$ cat src/rtl/conv_3x3_weight_load_ctrl_pkg.sv
// Shared definitions for the 3x3 convolution weight-load controller:
// FSM state encoding, default kernel size and a counter-width helper.
package conv_3x3_weight_load_ctrl_pkg;

    typedef enum logic [1:0] {
        ST_IDLE   = 2'd0,
        ST_FETCH  = 2'd1,
        ST_SETTLE = 2'd2,
        ST_DRAIN  = 2'd3
    } ctrl_state_e;

    localparam int DEF_KERNEL_SIZE = 9;

    // Bits needed for a counter that must represent 0..max_val inclusive.
    function automatic int cnt_width(input int max_val);
        return (max_val < 2) ? 1 : $clog2(max_val + 1);
    endfunction

endpackage

$ cat src/rtl/conv_3x3_weight_credit_cnt.sv
// Occupancy (credit) counter for the weight buffer FIFOs. Counts kernels
// that are stored but not yet loaded. Saturates at DEPTH and never
// underflows; a simultaneous inc/dec leaves the count unchanged.
module conv_3x3_weight_credit_cnt
    import conv_3x3_weight_load_ctrl_pkg::*;
#(
    parameter int DEPTH = 16,
    parameter int CNT_W = cnt_width(DEPTH)
) (
    input  logic             clk,
    input  logic             reset,
    input  logic             inc,
    input  logic             dec,
    output logic [CNT_W-1:0] count,
    output logic             full
);

    localparam logic [CNT_W-1:0] DEPTH_C = CNT_W'(DEPTH);
    localparam logic [CNT_W-1:0] ZERO_C  = {CNT_W{1'b0}};
    localparam logic [CNT_W-1:0] ONE_C   = CNT_W'(1);

    logic [CNT_W-1:0] count_r;
    logic [CNT_W-1:0] count_nx_s;
    logic             full_r;

    // Next occupancy: bounded increment/decrement, hold on both or neither.
    always_comb begin
        count_nx_s = count_r;
        if (inc && !dec && (count_r != DEPTH_C)) begin
            count_nx_s = count_r + ONE_C;
        end else if (dec && !inc && (count_r != ZERO_C)) begin
            count_nx_s = count_r - ONE_C;
        end else begin
            count_nx_s = count_r;
        end
    end

    // Register count and the at-capacity flag together so both are glitch-free.
    always_ff @(posedge clk or negedge reset) begin
        if (!reset) begin
            count_r <= ZERO_C;
            full_r  <= 1'b0;
        end else begin
            count_r <= count_nx_s;
            full_r  <= (count_nx_s == DEPTH_C);
        end
    end

    assign count = count_r;
    assign full  = full_r;

endmodule

$ cat src/rtl/conv_3x3_weight_load_ctrl.sv
// Weight-load sequencer for a 3x3 conv weight buffer. Streams KERNEL_SIZE
// words per kernel from upstream into the buffer shift chain, waits
// SETTLE_CYCLES for the buffer to commit each kernel, tracks stored kernels
// as credits, and issues one-cycle load pulses on engine request.
module conv_3x3_weight_load_ctrl
    import conv_3x3_weight_load_ctrl_pkg::*;
#(
    parameter int DATA_WIDTH    = 32,
    parameter int KERNEL_SIZE   = DEF_KERNEL_SIZE,
    parameter int TOTAL_KERNELS = 2304,
    parameter int FIFO_DEPTH    = 16,
    parameter int SETTLE_CYCLES = 10,
    parameter int CNT_WIDTH     = 12
) (
    input  logic                               clk,
    input  logic                               reset,
    input  logic                               start,
    input  logic                               w_valid,
    input  logic [DATA_WIDTH-1:0]              w_data,
    output logic                               w_ready,
    input  logic                               kernel_req,
    output logic                               buf_valid_in,
    output logic [DATA_WIDTH-1:0]              buf_in,
    output logic                               buf_load_weights,
    output logic                               kernel_avail,
    output logic [$clog2(FIFO_DEPTH+1)-1:0]    occupancy,
    output logic                               busy,
    output logic                               done
);

    localparam int OCC_W    = $clog2(FIFO_DEPTH + 1);
    localparam int WORD_W   = cnt_width(KERNEL_SIZE);
    localparam int SETTLE_W = cnt_width(SETTLE_CYCLES);

    localparam logic [WORD_W-1:0]    LAST_WORD_C   = WORD_W'(KERNEL_SIZE - 1);
    localparam logic [SETTLE_W-1:0]  LAST_SETTLE_C = SETTLE_W'(SETTLE_CYCLES - 1);
    localparam logic [CNT_WIDTH-1:0] TOTAL_C       = CNT_WIDTH'(TOTAL_KERNELS);
    localparam logic [OCC_W-1:0]     OCC_ZERO_C    = {OCC_W{1'b0}};

    ctrl_state_e             state_r;
    logic [WORD_W-1:0]       word_cnt_r;
    logic [SETTLE_W-1:0]     settle_cnt_r;
    logic [CNT_WIDTH-1:0]    fetched_r;
    logic [CNT_WIDTH-1:0]    loaded_r;
    logic                    busy_r;
    logic                    done_r;
    logic                    buf_valid_in_r;
    logic [DATA_WIDTH-1:0]   buf_in_r;
    logic                    buf_load_weights_r;

    logic                    w_ready_s;
    logic                    transfer_s;
    logic                    last_word_s;
    logic                    settle_done_s;
    logic                    load_fire_s;
    logic                    cap_full_s;
    logic [OCC_W-1:0]        occ_s;

    // Decode handshake and event strobes from registered state only.
    // While fetching no kernel is settling, so pending occupancy equals the
    // stored count and the credit counter's full flag gates w_ready.
    always_comb begin
        w_ready_s     = (state_r == ST_FETCH) && !cap_full_s;
        transfer_s    = w_valid && w_ready_s;
        last_word_s   = (word_cnt_r == LAST_WORD_C);
        settle_done_s = (state_r == ST_SETTLE) && (settle_cnt_r == LAST_SETTLE_C);
        load_fire_s   = (state_r != ST_IDLE) && kernel_req &&
                        (occ_s != OCC_ZERO_C) && !buf_load_weights_r;
    end

    conv_3x3_weight_credit_cnt #(
        .DEPTH (FIFO_DEPTH),
        .CNT_W (OCC_W)
    ) u_credit_cnt (
        .clk   (clk),
        .reset (reset),
        .inc   (settle_done_s),
        .dec   (load_fire_s),
        .count (occ_s),
        .full  (cap_full_s)
    );

    // Main sequencer: layer FSM, word/settle/kernel counters and all
    // registered buffer-side outputs.
    always_ff @(posedge clk or negedge reset) begin
        if (!reset) begin
            state_r            <= ST_IDLE;
            word_cnt_r         <= {WORD_W{1'b0}};
            settle_cnt_r       <= {SETTLE_W{1'b0}};
            fetched_r          <= {CNT_WIDTH{1'b0}};
            loaded_r           <= {CNT_WIDTH{1'b0}};
            busy_r             <= 1'b0;
            done_r             <= 1'b0;
            buf_valid_in_r     <= 1'b0;
            buf_in_r           <= {DATA_WIDTH{1'b0}};
            buf_load_weights_r <= 1'b0;
        end else begin
            buf_valid_in_r     <= transfer_s;
            buf_load_weights_r <= load_fire_s;
            done_r             <= 1'b0;
            if (transfer_s) begin
                buf_in_r <= w_data;
            end
            if (load_fire_s) begin
                loaded_r <= loaded_r + CNT_WIDTH'(1);
            end

            case (state_r)
                ST_IDLE: begin
                    if (start) begin
                        busy_r       <= 1'b1;
                        fetched_r    <= {CNT_WIDTH{1'b0}};
                        loaded_r     <= {CNT_WIDTH{1'b0}};
                        word_cnt_r   <= {WORD_W{1'b0}};
                        settle_cnt_r <= {SETTLE_W{1'b0}};
                        state_r      <= ST_FETCH;
                    end
                end
                ST_FETCH: begin
                    // A stall simply leaves word_cnt_r untouched.
                    if (transfer_s) begin
                        if (last_word_s) begin
                            word_cnt_r   <= {WORD_W{1'b0}};
                            fetched_r    <= fetched_r + CNT_WIDTH'(1);
                            settle_cnt_r <= {SETTLE_W{1'b0}};
                            state_r      <= ST_SETTLE;
                        end else begin
                            word_cnt_r <= word_cnt_r + WORD_W'(1);
                        end
                    end
                end
                ST_SETTLE: begin
                    // Expiry edge bumps occupancy (via settle_done_s) and
                    // fetch resumes in the very next cycle.
                    if (settle_done_s) begin
                        settle_cnt_r <= {SETTLE_W{1'b0}};
                        state_r      <= (fetched_r < TOTAL_C) ? ST_FETCH : ST_DRAIN;
                    end else begin
                        settle_cnt_r <= settle_cnt_r + SETTLE_W'(1);
                    end
                end
                ST_DRAIN: begin
                    if (loaded_r == TOTAL_C) begin
                        done_r  <= 1'b1;
                        busy_r  <= 1'b0;
                        state_r <= ST_IDLE;
                    end
                end
                default: begin
                    busy_r  <= 1'b0;
                    state_r <= ST_IDLE;
                end
            endcase
        end
    end

    assign w_ready          = w_ready_s;
    assign buf_valid_in     = buf_valid_in_r;
    assign buf_in           = buf_in_r;
    assign buf_load_weights = buf_load_weights_r;
    assign occupancy        = occ_s;
    assign kernel_avail     = (occ_s != OCC_ZERO_C);
    assign busy             = busy_r;
    assign done             = done_r;

endmodule

$ cat config.mk
export PLATFORM = sky130hd
export DESIGN_NAME = conv_3x3_weight_load_ctrl
export DESIGN_NICKNAME = d
export VERILOG_FILES = /design/src/rtl/conv_3x3_weight_load_ctrl_pkg.sv /design/src/rtl/conv_3x3_weight_credit_cnt.sv /design/src/rtl/conv_3x3_weight_load_ctrl.sv
export SDC_FILE = /design/constraint.sdc
export NUM_CORES = 1
export LEC_CHECK = 0
export CAP_MARGIN = 20
export CORE_MARGIN = 4
export CORE_UTILIZATION = 46
export CTS_CLUSTER_SIZE = 8
export DETAILED_ROUTE_END_ITERATION = 10
export PLACE_DENSITY_LB_ADDON = 0.15
export SLEW_MARGIN = 10
export SYNTH_ARGS = -nofsm -noshare
export SYNTH_HDL_FRONTEND = slang
export SYNTH_SLANG_ARGS = --single-unit
$ cat constraint.sdc
create_clock -name clk -period 2.3 [get_ports clk]
set_input_delay 0.46 -clock clk [delete_from_list [all_inputs] [get_ports clk]]
set_output_delay 0.46 -clock clk [all_outputs]
set_load 0.01 [all_outputs]
# Word level (Yosys, flattened, before mapping)
# Index checks and enable logic that the tools add are counted.
[totals]
regBits = 76
in_bits = 37
out_inout_bits = 43
word_cells = 86
[classes]
addsub = 6
magnitude_cmp = 1
eq_ne = 13
n_mux = 29
reduce_logical = 25
[op_table]
columns = ["op", "count"]
rows = [
  ["$mux W12", 6],
  ["$add A12 B1 Y12 const B", 2],
  ["$mux W4", 6],
  ["$pmux W12 S2", 1],
  ["$eq A12 B12 Y1 const B", 1],
  ["$lt A12 B12 Y1 const B", 1],
  ["$mux W2", 6],
  ["$pmux W4 S3", 1],
  ["$logic_and A1 B1 Y1", 10],
  ["$mux W5", 2],
  ["$add A4 B1 Y4 const B", 2],
  ["$eq A4 B4 Y1 const B", 2],
  ["$ne A2 B2 Y1 const B", 4],
  ["$pmux W2 S4", 1],
  ["$pmux W4 S2", 1],
  ["$reduce_and A4 Y1", 2],
  ["$reduce_and A3 Y1", 2],
  ["$reduce_bool A2 Y1", 3],
  ["$add A5 B1 Y5 const B", 1],
  ["$eq A5 B5 Y1 const B", 1],
  ["$ne A5 B5 Y1 const B", 1],
  ["$reduce_and A5 Y1", 1],
  ["$reduce_bool A5 Y1", 1],
  ["$sub A5 B1 Y5 const B", 1],
  ["other kinds (8)", 15],
]

# Logic depth before layout (Yosys ltp)
[logic_depth]
ltp_word = 9
ltp_mapped = 8

# Cells and area by module
# A second synthesis with hierarchy kept.
[hier_totals]
hier_cells = 337
hier_area_um2 = 3724.8
[modules_own_cells]
columns = ["module", "n_inst", "cells_each", "area_per_inst_um2", "seq_area_each_um2"]
rows = [
  ["conv_3x3_weight_load_ctrl", 1, 295, 3316.9, 1751.7],
  ["conv_3x3_weight_credit_cnt", 1, 42, 407.9, 150.1],
]

# Least setup slack after synthesis
# OpenSTA, ideal clock, no wires.
[synth_timing]
kind = "flip-flop to flip-flop"
startpoint = "register u_credit_cnt.count_r[1], in the netlist u_credit_cnt.count[1]"
endpoint = "register u_credit_cnt.full_r, in the netlist u_credit_cnt.full"
arrival_ps = 1886
path_slack_ps = 319
stages_incl_launch_ff = 9
n_path_buf = 0
synth_period_minus_slack_ps = 1981
cell_sequence = "dfrtp_1 inv_1 ha_1 nor3b_1 or3_4 maj3_2 nand3_1 o21ai_1 nor4_2"
[synth_via]
elab_chain_cells = 8
elab_cells_between_ends = 14
[synth_rtl]
columns = ["element", "line", "source"]
rows = [
  ["start: declaration", "conv_3x3_weight_credit_cnt.sv:22", "logic [CNT_W-1:0] count_r;"],
  ["start signal: assignment", "conv_3x3_weight_credit_cnt.sv:44", "count_r <= count_nx_s;"],
  ["parallel branches: the longest is 6 deep, another holds $sub A5 B1 Y5", "--", ""],
  ["$mux W5 (*)", "conv_3x3_weight_credit_cnt.sv:29", "if (inc && !dec && (count_r != DEPTH_C)) begin"],
  ["named net u_credit_cnt.count_nx_s[1]", "conv_3x3_weight_credit_cnt.sv:23", "logic [CNT_W-1:0] count_nx_s;"],
  ["$eq A5 B5 Y1 (*)", "conv_3x3_weight_credit_cnt.sv:45", "full_r <= (count_nx_s == DEPTH_C);"],
  ["end signal: assignment", "conv_3x3_weight_credit_cnt.sv:45", ""],
  ["end: declaration", "conv_3x3_weight_credit_cnt.sv:24", "logic full_r;"],
]
# Mark *: on every way through the listed nets, which the timed path passes.
# A chain may end at the register's enable or synchronous reset.

# Worst setup path after layout
[layout_timing]
startpoint = "register state_r[1]"
endpoint = "output port w_ready"
[layout_via]
elab_chain_cells = 2
[layout_rtl]
columns = ["element", "line", "source"]
rows = [
  ["start: declaration", "conv_3x3_weight_load_ctrl.sv:40", "ctrl_state_e state_r;"],
  ["start signal: assignment", "conv_3x3_weight_load_ctrl.sv:137", "state_r <= (fetched_r < TOTAL_C) ? ST_FETCH : ST_DRAIN;"],
  ["$eq A2 B1 Y1", "conv_3x3_weight_load_ctrl.sv:63", "w_ready_s = (state_r == ST_FETCH) && !cap_full_s;"],
  ["$logic_and A1 B1 Y1", "conv_3x3_weight_load_ctrl.sv:63", ""],
  ["end: declaration", "conv_3x3_weight_load_ctrl.sv:20", "output logic w_ready,"],
]
# Every way passes these cells.

==> flow_summary.yaml <==
logic_synthesis:
  synth_cell_type_count: 52
  yosysSeqAreaShare_pct: 52.9
  synthCells: 316
  syn_area_sq_mm: 0.00359
  yosys_warnings: 0
  ys_ff_latch: 76
  syn_nets: 363
  avgSynthCellArea_sq_um: 11.4
min_path:
  hold_class: "in -> async"
critical_path:
  criticalPathCategory: "reg -> out"
  crit_required_ns: 1.84
  cp_slowest_cell: "clkdlybuf4s50_1"
  reg2reg_to: "u_credit_cnt.full"
  crit_start: "state_r[1]"
  endpoint: "w_ready"
  slowest_delay_ns: 0.58
  crit_buf_inv: 1
  cp_max_fo: 4
  r2r_cells: 8
  rr_startpoint: "u_credit_cnt.count[1]"
  cp.depth: 3
  cp_top_family: "buffers and inverters"
  rrSetupSlack_ns: 0.27
  arrival_ns: 1.72
  crit_chain: "nand2b_1, nor2_1, clkdlybuf4s50_1"
  startpoint_type: "flop"
  end_kind: "primary output"
placed_design:
  dp.cells: 503
  preCtsSetupSlack_ns: 0.0341
  place_congestion: 0.874
  port_buffers: 79
  place_hpwl_um: 5940
final_layout:
  seqCellArea_sq_mm: 0.00190
  layout_commonest_cell: "clkdlybuf4s50_1"
  layout_common_cells: "77 x clkdlybuf4s50_1, 76 x dfrtp_1, 32 x mux2_2, 26 x nor2_1, 20 x nand2_1"
  final_cells: 519
  multi_input_area_sq_mm: 0.00162
  area_growth_pct: 34.8
  drive_above_1_share_pct: 19.0
  nNetsFinal: 462
  num_antenna_cells: 0
  fillers: 597
clocking:
  h-tree-depth: 3
  clkLatencyLatePin_ns: 0.35
  path_clk_slew_ns: 0.08
  cts_hold_buf: 0
  cts_root_buf: "clkbuf_8"
  cts_buffers: 9
  clockBufferDepth: 2
  clock-sinks: 76
  cts_tree: "done"
  cts_setup_buffers: 0
die:
  ios: 80
  start_util_pct: 48.5
  die_w_um: 96.4
  row_count: 31
  die_h_um: 96.4
  die_area_sq_mm: 0.00929
  core_sq_mm: 0.00741
detailed_routing:
  viasPerCell: 5.18
  drt_iter0_drc: 156
  post_drt_wl_per_cell_um: 15.4
  wl_um: 8000
  drc: 0
  antenna_left: 0
  firstDrtPassIters: 4
  num_vias: 2689
sta:
  fmax_ghz: 0.460
  finClkSkew_ns: 0.00966
  max-slew-margin-rel_pct: 66.4
  rsz0062_at_grt: "no"
  tightest_slew_ns: 0.499
  setup_viol: 0
  period_share_pct: 94.6
  hold_viol: 0
  fin_crit_ns: 2.18
  setup_slack_ns: 0.124
  tns_ns: 0
  report.final.slew_viol_count: 0
grt:
  antenna_found_initial: 0
  grtUsageTotal_pct: 18.5
  grt_max_degree: 39
  grt_pass1_vias: 2718
  grt_pass1_wl_um: 13000
  grt_overflow_total: 0
flow_run:
  cap_violations: 0
power:
  irDropWorstVdd_mv: 0.509
  leakagePower_nw: 2.06
  powerDensity_mw_per_mm2: 1220
run_status:
  status: "complete, no violations"
-- worst min path at each step --
stage                from         endpoint  slack [ns]  cells after the start
floorplan           reset        buf_in[0]        0.16                      0
global placement    reset  settle_cnt_r[2]        0.46                      1
detailed placement  reset  settle_cnt_r[3]        0.47                      1
CTS                 reset  settle_cnt_r[3]        0.08                      1
global route        reset  settle_cnt_r[3]        0.09                      1
finish              reset  settle_cnt_r[3]        0.07                      1
-- flip-flops by register name, indices dropped and copies added, names as in the netlist --
signal	count
busy	1
loaded_r	12
settle_cnt_r	4
u_credit_cnt.full	1
done	1
buf_valid_in	1
word_cnt_r	4
state_r	2
buf_in	32
fetched_r	12
u_credit_cnt.count	5
buf_load_weights	1
-- metrics by stage --
| stage | hold slack (ns) | area (sq um) | power [mW] | util (%) |
|---|---|---|---|---|
| 2_1_floorplan | 0.164 | 3590 | 3.51 | - |
| 3_3_place_gp | 0.462 | 4620 | 4.76 | 62.4 |
| 3_5_place_dp | 0.468 | 4620 | 4.81 | 62.4 |
| 4_1_cts | 0.0772 | 4840 | 5.96 | 65.4 |
| 5_1_grt | 0.0921 | 4850 | 6.28 | 65.4 |
| 6_report | 0.0694 | 4850 | 5.89 | 65.4 |
-- layer usage --
| metal | wire [um] | up-vias | GRT usage, % |
|---|---|---|---|
| met1 | 3590 | 1314 | 24.3 |
| met5 | 0 | - | 0 |
| met3 | 232 | 10 | 3.18 |
| met2 | 4040 | 45 | 30.1 |
| li1 | - | 1320 | - |
| met4 | 134 | 0 | 8.06 |
-- timing repair --
item	in CTS	in global routing
pin swaps	0	0
gates resized for setup	1	1
endpoints found under the setup margin	1	1
-- kinds of logic after synthesis --
group	synth area share, %
simple gates	17.4
buf+inv	2.51
flops	52.9
compound gates	8.21
fa+ha+maj	3.79
xor+xnor	4.63
mux	10.6
-- power breakdown --
| group | switching [mW] | internal (mW) |
|---|---|---|
| logic | 1.16 | 1.45 |
| registers | 0.356 | 1.80 |
| clock network | 0.504 | 0.612 |
| total | 2.02 | 3.87 |
-- final cells by class --
| class | count | share of cell area (%) |
|---|---|---|
| Inverter | 14 | 1.08 |
| Clock inverter | 6 | 1.78 |
| Multi-Input combinational cell | 219 | 33.4 |
| Clock buffer | 10 | 2.63 |
| Sequential cell | 76 | 39.2 |
| Timing Repair Buffer | 95 | 19.3 |
| Tap cell | 99 | 2.56 |
-- Yosys cell counts (all sizes together) --
master,count,area (sq um)
dfrtp,76,1900
mux2,32,360
nor2,26,97.6
o21ai,24,124
nand2,20,75.1
inv,14,52.6
nand3,11,67.6
nand4,11,75.1
xor2,11,96.3
ha,10,125
a21oi,9,56.3
nand2b,8,60.1
xnor2,8,70.1
and3,7,43.8
or3,7,48.8
buf,5,30.0
nor2b,4,25.0
nor3,4,31.3
a31oi,2,12.5
clkbuf,2,7.51
mux2i,2,20.0
nand3b,2,15.0
nor3b,2,20.0
nor4,2,18.8
nor4b,2,23.8
o22ai,2,12.5
o31ai,2,15.0
a211oi,1,12.5
a32o,1,10.0
a32oi,1,16.3
and2,1,6.26
and3b,1,8.76
maj3,1,11.3
o2111ai,1,8.76
o221ai,1,8.76
o311ai,1,8.76
o31a,1,10.0
or4,1,7.51
Note: power is estimated with default switching activity, not from simulation.
